<file path="config.mk">
export PLATFORM = sky130hd
export DESIGN_NAME = yd_irq_ctrl_flat
export DESIGN_NICKNAME = d
export VERILOG_FILES = /design/src/rtl/yd_irq_if.sv /design/src/rtl/yd_irq_ctrl.sv /design/src/flat_wrapper.sv
export SDC_FILE = /design/constraint.sdc
export NUM_CORES = 1
export LEC_CHECK = 0
export CAP_MARGIN = 20
export CORE_ASPECT_RATIO = 1.5
export CORE_MARGIN = 3
export CORE_UTILIZATION = 30
export CTS_BUF_LIST = sky130_fd_sc_hd__clkbuf_16
export DETAILED_ROUTE_END_ITERATION = 6
export PLACE_DENSITY = 0.56
export SLEW_MARGIN = 30
export SYNTH_ARGS = -nofsm -noshare
export SYNTH_HDL_FRONTEND = slang
export SYNTH_SLANG_ARGS = --single-unit
export TNS_END_PERCENT = 1
</file>
<file path="constraint.sdc">
create_clock -name clk -period 1.4 [get_ports clk]
set_clock_uncertainty 0.1 [all_clocks]
set_input_delay 0.14 -clock clk [delete_from_list [all_inputs] [get_ports clk]]
set_output_delay 0.14 -clock clk [all_outputs]
set_load 0.02 [all_outputs]
</file>
<file path="src/rtl/yd_irq_if.sv">
// Core-side handshake and data-bus bundle for the yd_irq_ctrl interrupt controller.
// master = core / bus host, slave = interrupt controller.
interface yd_irq_if;
   logic [15:0] bus_addr;
   logic [15:0] bus_din;
   logic        bus_we;
   logic [15:0] bus_dout;
   logic        int_vld;
   logic        int_rdy;

   modport master (
      output bus_addr, bus_din, bus_we, int_rdy,
      input  bus_dout, int_vld
   );

   modport slave (
      input  bus_addr, bus_din, bus_we, int_rdy,
      output bus_dout, int_vld
   );
endinterface

</file>
<file path="src/rtl/yd_irq_ctrl.sv">
// Level-source interrupt controller with a 4-word register window (CTRL/MASK/PEND/ID).
// Define YD_IRQ_RR_EN for round-robin arbitration; default is fixed lowest-index priority.
module yd_irq_ctrl #(
   parameter logic [15:0] BASE_ADDR = 16'hFF00,
   parameter int          NSRC      = 8
) (
   input  logic            clk,
   input  logic            rst_n,
   input  logic [NSRC-1:0] irq_src,
   yd_irq_if.slave         bus
);

   typedef enum logic [1:0] {IDLE, ISSUE, SERVICE} state_t;

   state_t          state_reg, state_next;
   logic            gen_reg;
   logic [NSRC-1:0] mask_reg;
   logic [NSRC-1:0] pend_reg, pend_next;
   logic [NSRC-1:0] irq_prev_reg;
   logic            armed_reg;
   logic            id_active_reg;
   logic [2:0]      id_src_reg;
   logic [15:0]     dout_reg;

   logic [15:0]     offset;
   logic            hit;
   logic            wr_ctrl, wr_mask, wr_pend, wr_id;
   logic            eoi;
   logic            dispatch;
   logic            int_vld;
   logic [NSRC-1:0] rise;
   logic [NSRC-1:0] req;
   logic            req_any;
   logic [2:0]      win;
   logic [15:0]     rd_data;

   // Window decode by subtraction so BASE_ADDR needs no alignment.
   assign offset  = bus.bus_addr - BASE_ADDR;
   assign hit     = (offset < 16'd4);
   assign wr_ctrl = bus.bus_we && hit && (offset[1:0] == 2'd0);
   assign wr_mask = bus.bus_we && hit && (offset[1:0] == 2'd1);
   assign wr_pend = bus.bus_we && hit && (offset[1:0] == 2'd2);
   assign wr_id   = bus.bus_we && hit && (offset[1:0] == 2'd3);
   assign eoi     = wr_id && (state_reg == SERVICE);

   assign req     = pend_reg & mask_reg;
   assign req_any = gen_reg && (|req);

`ifdef YD_IRQ_RR_EN
   localparam logic [3:0] NSRC_W   = 4'(NSRC);
   localparam logic [2:0] LAST_IDX = 3'(NSRC - 1);

   logic [2:0] rr_start_reg;
   logic [3:0] rr_idx;
   logic       rr_found;

   // Rotating search beginning one past the last dispatched source.
   always_comb begin
      win      = '0;
      rr_found = 1'b0;
      rr_idx   = '0;
      for (int k = 0; k < NSRC; k++) begin
         rr_idx = {1'b0, rr_start_reg} + 4'(k);
         if (rr_idx >= NSRC_W) begin
            rr_idx = rr_idx - NSRC_W;
         end
         if (!rr_found && req[rr_idx[2:0]]) begin
            win      = rr_idx[2:0];
            rr_found = 1'b1;
         end
      end
   end

   always_ff @(posedge clk or negedge rst_n) begin
      if (!rst_n) begin
         rr_start_reg <= '0;
      end else if (dispatch) begin
         rr_start_reg <= (win == LAST_IDX) ? 3'd0 : win + 3'd1;
      end
   end
`else
   always_comb begin
      win = '0;
      for (int i = NSRC - 1; i >= 0; i--) begin
         if (req[i]) begin
            win = 3'(i);
         end
      end
   end
`endif

   // Set beats both the W1C and the dispatch clear of the same bit.
   for (genvar gi = 0; gi < NSRC; gi++) begin : g_src
      assign rise[gi]      = armed_reg & irq_src[gi] & ~irq_prev_reg[gi];
      assign pend_next[gi] = rise[gi]
                           | (pend_reg[gi]
                              & ~(wr_pend & bus.bus_din[gi])
                              & ~(dispatch && (win == 3'(gi))));
   end

   always_ff @(posedge clk or negedge rst_n) begin
      if (!rst_n) begin
         state_reg <= IDLE;
      end else begin
         state_reg <= state_next;
      end
   end

   always_comb begin
      state_next = state_reg;
      case (state_reg)
         IDLE:    if (req_any && bus.int_rdy) state_next = ISSUE;
         ISSUE:   state_next = SERVICE;
         SERVICE: if (eoi) state_next = IDLE;
         default: state_next = IDLE;
      endcase
   end

   always_comb begin
      int_vld  = (state_reg == ISSUE);
      dispatch = (state_reg == IDLE) && (state_next == ISSUE);
   end

   always_comb begin
      rd_data = '0;
      if (hit) begin
         case (offset[1:0])
            2'd0: rd_data[0]      = gen_reg;
            2'd1: rd_data[NSRC-1:0] = mask_reg;
            2'd2: rd_data[NSRC-1:0] = pend_reg;
            default: begin
               rd_data[15]  = id_active_reg;
               rd_data[2:0] = id_src_reg;
            end
         endcase
      end
   end

   // armed_reg masks the first cycle after reset so sources already high are not seen as edges.
   always_ff @(posedge clk or negedge rst_n) begin
      if (!rst_n) begin
         gen_reg       <= 1'b0;
         mask_reg      <= '0;
         pend_reg      <= '0;
         irq_prev_reg  <= '0;
         armed_reg     <= 1'b0;
         id_active_reg <= 1'b0;
         id_src_reg    <= '0;
         dout_reg      <= '0;
      end else begin
         irq_prev_reg <= irq_src;
         armed_reg    <= 1'b1;
         pend_reg     <= pend_next;
         dout_reg     <= rd_data;
         if (wr_ctrl) gen_reg  <= bus.bus_din[0];
         if (wr_mask) mask_reg <= bus.bus_din[NSRC-1:0];
         if (dispatch) begin
            id_active_reg <= 1'b1;
            id_src_reg    <= win;
         end else if (eoi) begin
            id_active_reg <= 1'b0;
         end
      end
   end

   assign bus.bus_dout = dout_reg;
   assign bus.int_vld  = int_vld;

endmodule

</file>
<file path="src/flat_wrapper.sv">
// flat-port wrapper written by rule: the top's interface ports become plain ports
module yd_irq_ctrl_flat 
#(
   parameter logic [15:0] BASE_ADDR = 16'hFF00,
   parameter int          NSRC      = 8
)
  (clk, rst_n, irq_src, bus_bus_addr, bus_bus_din, bus_bus_we, bus_int_rdy, bus_bus_dout, bus_int_vld);
  yd_irq_if bus_i ();
  input  logic clk;
  input  logic rst_n;
  input  logic [NSRC-1:0] irq_src;
  input wire logic [$bits(bus_i.bus_addr)-1:0] bus_bus_addr;
  input wire logic [$bits(bus_i.bus_din)-1:0] bus_bus_din;
  input wire logic [$bits(bus_i.bus_we)-1:0] bus_bus_we;
  input wire logic [$bits(bus_i.int_rdy)-1:0] bus_int_rdy;
  output wire logic [$bits(bus_i.bus_dout)-1:0] bus_bus_dout;
  output wire logic [$bits(bus_i.int_vld)-1:0] bus_int_vld;
  assign bus_i.bus_addr = bus_bus_addr;
  assign bus_i.bus_din = bus_bus_din;
  assign bus_i.bus_we = bus_bus_we;
  assign bus_i.int_rdy = bus_int_rdy;
  assign bus_bus_dout = bus_i.bus_dout;
  assign bus_int_vld = bus_i.int_vld;
  yd_irq_ctrl #(.BASE_ADDR(BASE_ADDR), .NSRC(NSRC)) u_core (.clk(clk), .rst_n(rst_n), .irq_src(irq_src), .bus(bus_i));
endmodule
</file>
==> out/summary.txt <==
Proportion of total power due to net switching: 19.8%
Peak supply drop: 547 uV
Level count of the clock H-tree: 2
Mux share of post-synthesis cell area: 6.77%
Root buffer selected by CTS: clkbuf_16
Sequential power share: 45.1%
TritonCTS clock tree: done
Total half-perimeter wirelength after legalization and detailed placement: 3460 um
Hold Violations, Final: 0
Number of nets still failing antenna checks after routing: 0
Final wirelength: 4560 um
Number of buffers created by CTS: 5
Final period util: 118%
Max reg flops: 9
Initial antenna violation count: 0
Number of core rows: 35
Max Freq: 603 MHz
Setup TNS: -3730 ps
Mean routed wirelength per cell: 13.7 um
Ratio of cells with drive above 1 in the final layout: 30.9%
Top library cells by usage in the layout, fill and taps aside: dfrtp_1 (41), buf_4 (34), nand2_1 (20), clkdlybuf4s50_1 (20), dlygate4sd2_1 (13)
Number of maximum-capacitance constraint violations: 0
Most common cell after layout, fill and taps aside: dfrtp_1
Post-Synthesis Mean Instance Area: 11.1 sq um
Leakage: 1.48 nW
Global-route wire length before repair: 7450 um
Part of the Yosys area used for sequential elements: 52.9%
Count of port buffers added during placement: 45
Final worst setup slack: -258 ps
Number of warnings printed during yosys synthesis: 0
Clock transition at the registers of the reported paths: 60 ps
Arrival time at the worst endpoint: 1720 ps
Number of synthesized flops with an enable pin: 0
Die width: 71.7 um
DR DRC count: 0
Min-delay worst type: in -> reg
Count of state elements after synthesis: 41
Power per cell area: 897 mW/mm^2
Pin count of the biggest net entering global routing: 42
Post-synthesis async set-or-reset flop share: 100%
Initial DRC count: 50
Number of buffers on the longest clock path: 2
Internal power: 2.14 mW
Layout Area Growth over Synthesis: 53.7%
Total global routing track utilization: 12.6%
Clock network fraction of design power: 46.5%
Highest fanout seen on the critical path: 8
Largest family of logic cells by synthesized area: compound AO/OA/AOI/OAI gates
DIE AREA: 0.00749 sq mm
Failing checks: setup timing
Result of the run: complete, but fails checks
Critical Setup Path Class: in -> reg
Fin crit period: 1660 ps
Xor/xnor cell area share of the yosys netlist: 0%
Post-Syn Instances: 175
Vias: 1566
Via count of the first global-routing pass: 1567
Avg Vias per Cell: 4.70
Initial Util: 31.2%
Required time at the worst-slack endpoint: 1460 ps
Total count of max-transition violations in the final report: 0
Area fraction in compound gates after synthesis: 15.4%
Length of the first detailed-routing pass in iterations: 4
Combinational Power Share: 8.3%
Net Sw Power: 0.528 mW
Number of clock sinks: 41
Aggregate global routing overflow: 0
Post-synth top flop: dfrtp_1
Nature of the critical path endpoint: flip-flop
Clock Latency Late Sink: 280 ps
Post-CTS setup buffer count: 0
Filler Cells Inserted: 582
Post-synthesis share of cell area spent on and, or, nand and nor gates: 15.4%
Final Total Pwr: 2.67 mW
Setup repair after global routing missed its margin: true
Top-level port count: 61
Critical path startpoint category: primary input
Library cells used by synthesis: 33
Arithmetic-cell share of the synthesized area counting full adders, half adders and majority gates: 3.23%
Antenna diodes: 0
Final-report setup violation count: 20
Core region area: 0.00622 sq mm
Routability-driven placement congestion ratio: 0.842
Synth Cell Area: 0.00194 sq mm
Chip Height: 104 um
Net count reported at finish: 307
[cells in the mapped netlist, types with 3 or more instances]
master / number / share of area (%)
mux2_4: 8 / 6.2
inv_1: 8 / 1.5
nand4_1: 5 / 1.6
a21oi_1: 5 / 1.3
buf_4: 7 / 2.7
nand2_1: 22 / 4.3
dfrtp_1: 41 / 53
nand3_1: 6 / 1.5
and2_2: 3 / 1.2
a21o_1: 3 / 1.2
ha_1: 5 / 3.2
nor2_1: 6 / 1.2
o221ai_1: 6 / 2.7
a22oi_1: 12 / 4.6
o21ai_0: 13 / 3.4
[metal layers]
layer	global-route usage [%]	routed length, um	vias to the layer above
met5	0	0	-
met3	2.90	194	2
met2	21.9	2570	37
met4	4.44	20	0
met1	14.7	1780	744
li1	-	-	783
[cell type report]
cell class / count / area (sq um) / share of cell area, %
timing repair buffer: 82 / 748 / 25.1
inverter: 8 / 30.0 / 1.01
clock inverter: 3 / 37.5 / 1.26
sequential: 41 / 1030 / 34.4
tap: 74 / 92.6 / 3.11
clock buffer: 5 / 125 / 4.20
multi-input combinational: 120 / 922 / 30.9
[path summary, 6_finish.rpt]
path                                        start  slack, ps                      to  depth (start not counted)
setup reg to reg               u_core.mask_reg[3]       -180      u_core.pend_reg[6]                          5
min in group asynchronous                   rst_n        260  u_core.bus.bus_dout[7]                          3
hold / removal                         irq_src[1]        230  u_core.irq_prev_reg[1]                          1
setup / recovery                  bus_bus_addr[5]       -260      u_core.mask_reg[0]                          6
max in group asynchronous                   rst_n        740      u_core.pend_reg[3]                          3
hold reg to reg            u_core.irq_prev_reg[5]        320      u_core.pend_reg[5]                          1
[critical path, cell delays in order]
cell	delay, ps
buf_6	90
or4_4	540
nor4_4	280
and3_4	240
buf_12	140
mux2_4	300
[power by group through the flow]
stage	Combinational (mW)	Sequential, mW	Clock [mW]
2_1_floorplan	0.0732	1.22	0
3_3_place_gp	0.217	1.23	0
3_5_place_dp	0.219	1.23	0
4_1_cts	0.220	1.21	1.28
5_1_grt	0.244	1.21	1.34
6_report	0.222	1.21	1.24
[logic make-up (layout without fill, tap and decap cells)]
logic type	Yosys count	in the layout
mux	9	9
buf+inv	20	98
compound gates	44	44
other cells	2	8
fa+ha+maj	5	5
flops	41	41
simple gates	54	54
[repair_timing]
item	in CTS	in global routing
hold buffers	1	0
setup endpoints to repair	39	31
pin swaps	10	8
hold endpoints to repair	41	0
resized for setup	41	21
[metrics by stage]
stage	utilization (%)	instances	hold WS (ps)	instance area (sq um)	setup WS (ps)
floorplan	-	181	-256	1960	-318
global placement	43.6	324	27.6	2710	-853
detailed placement	43.6	324	32.0	2710	-886
CTS	46.7	333	230	2910	-334
global route	47.9	333	223	2980	-333
finish	47.9	333	231	2980	-258
Note: power is estimated with default switching activity, not from simulation.
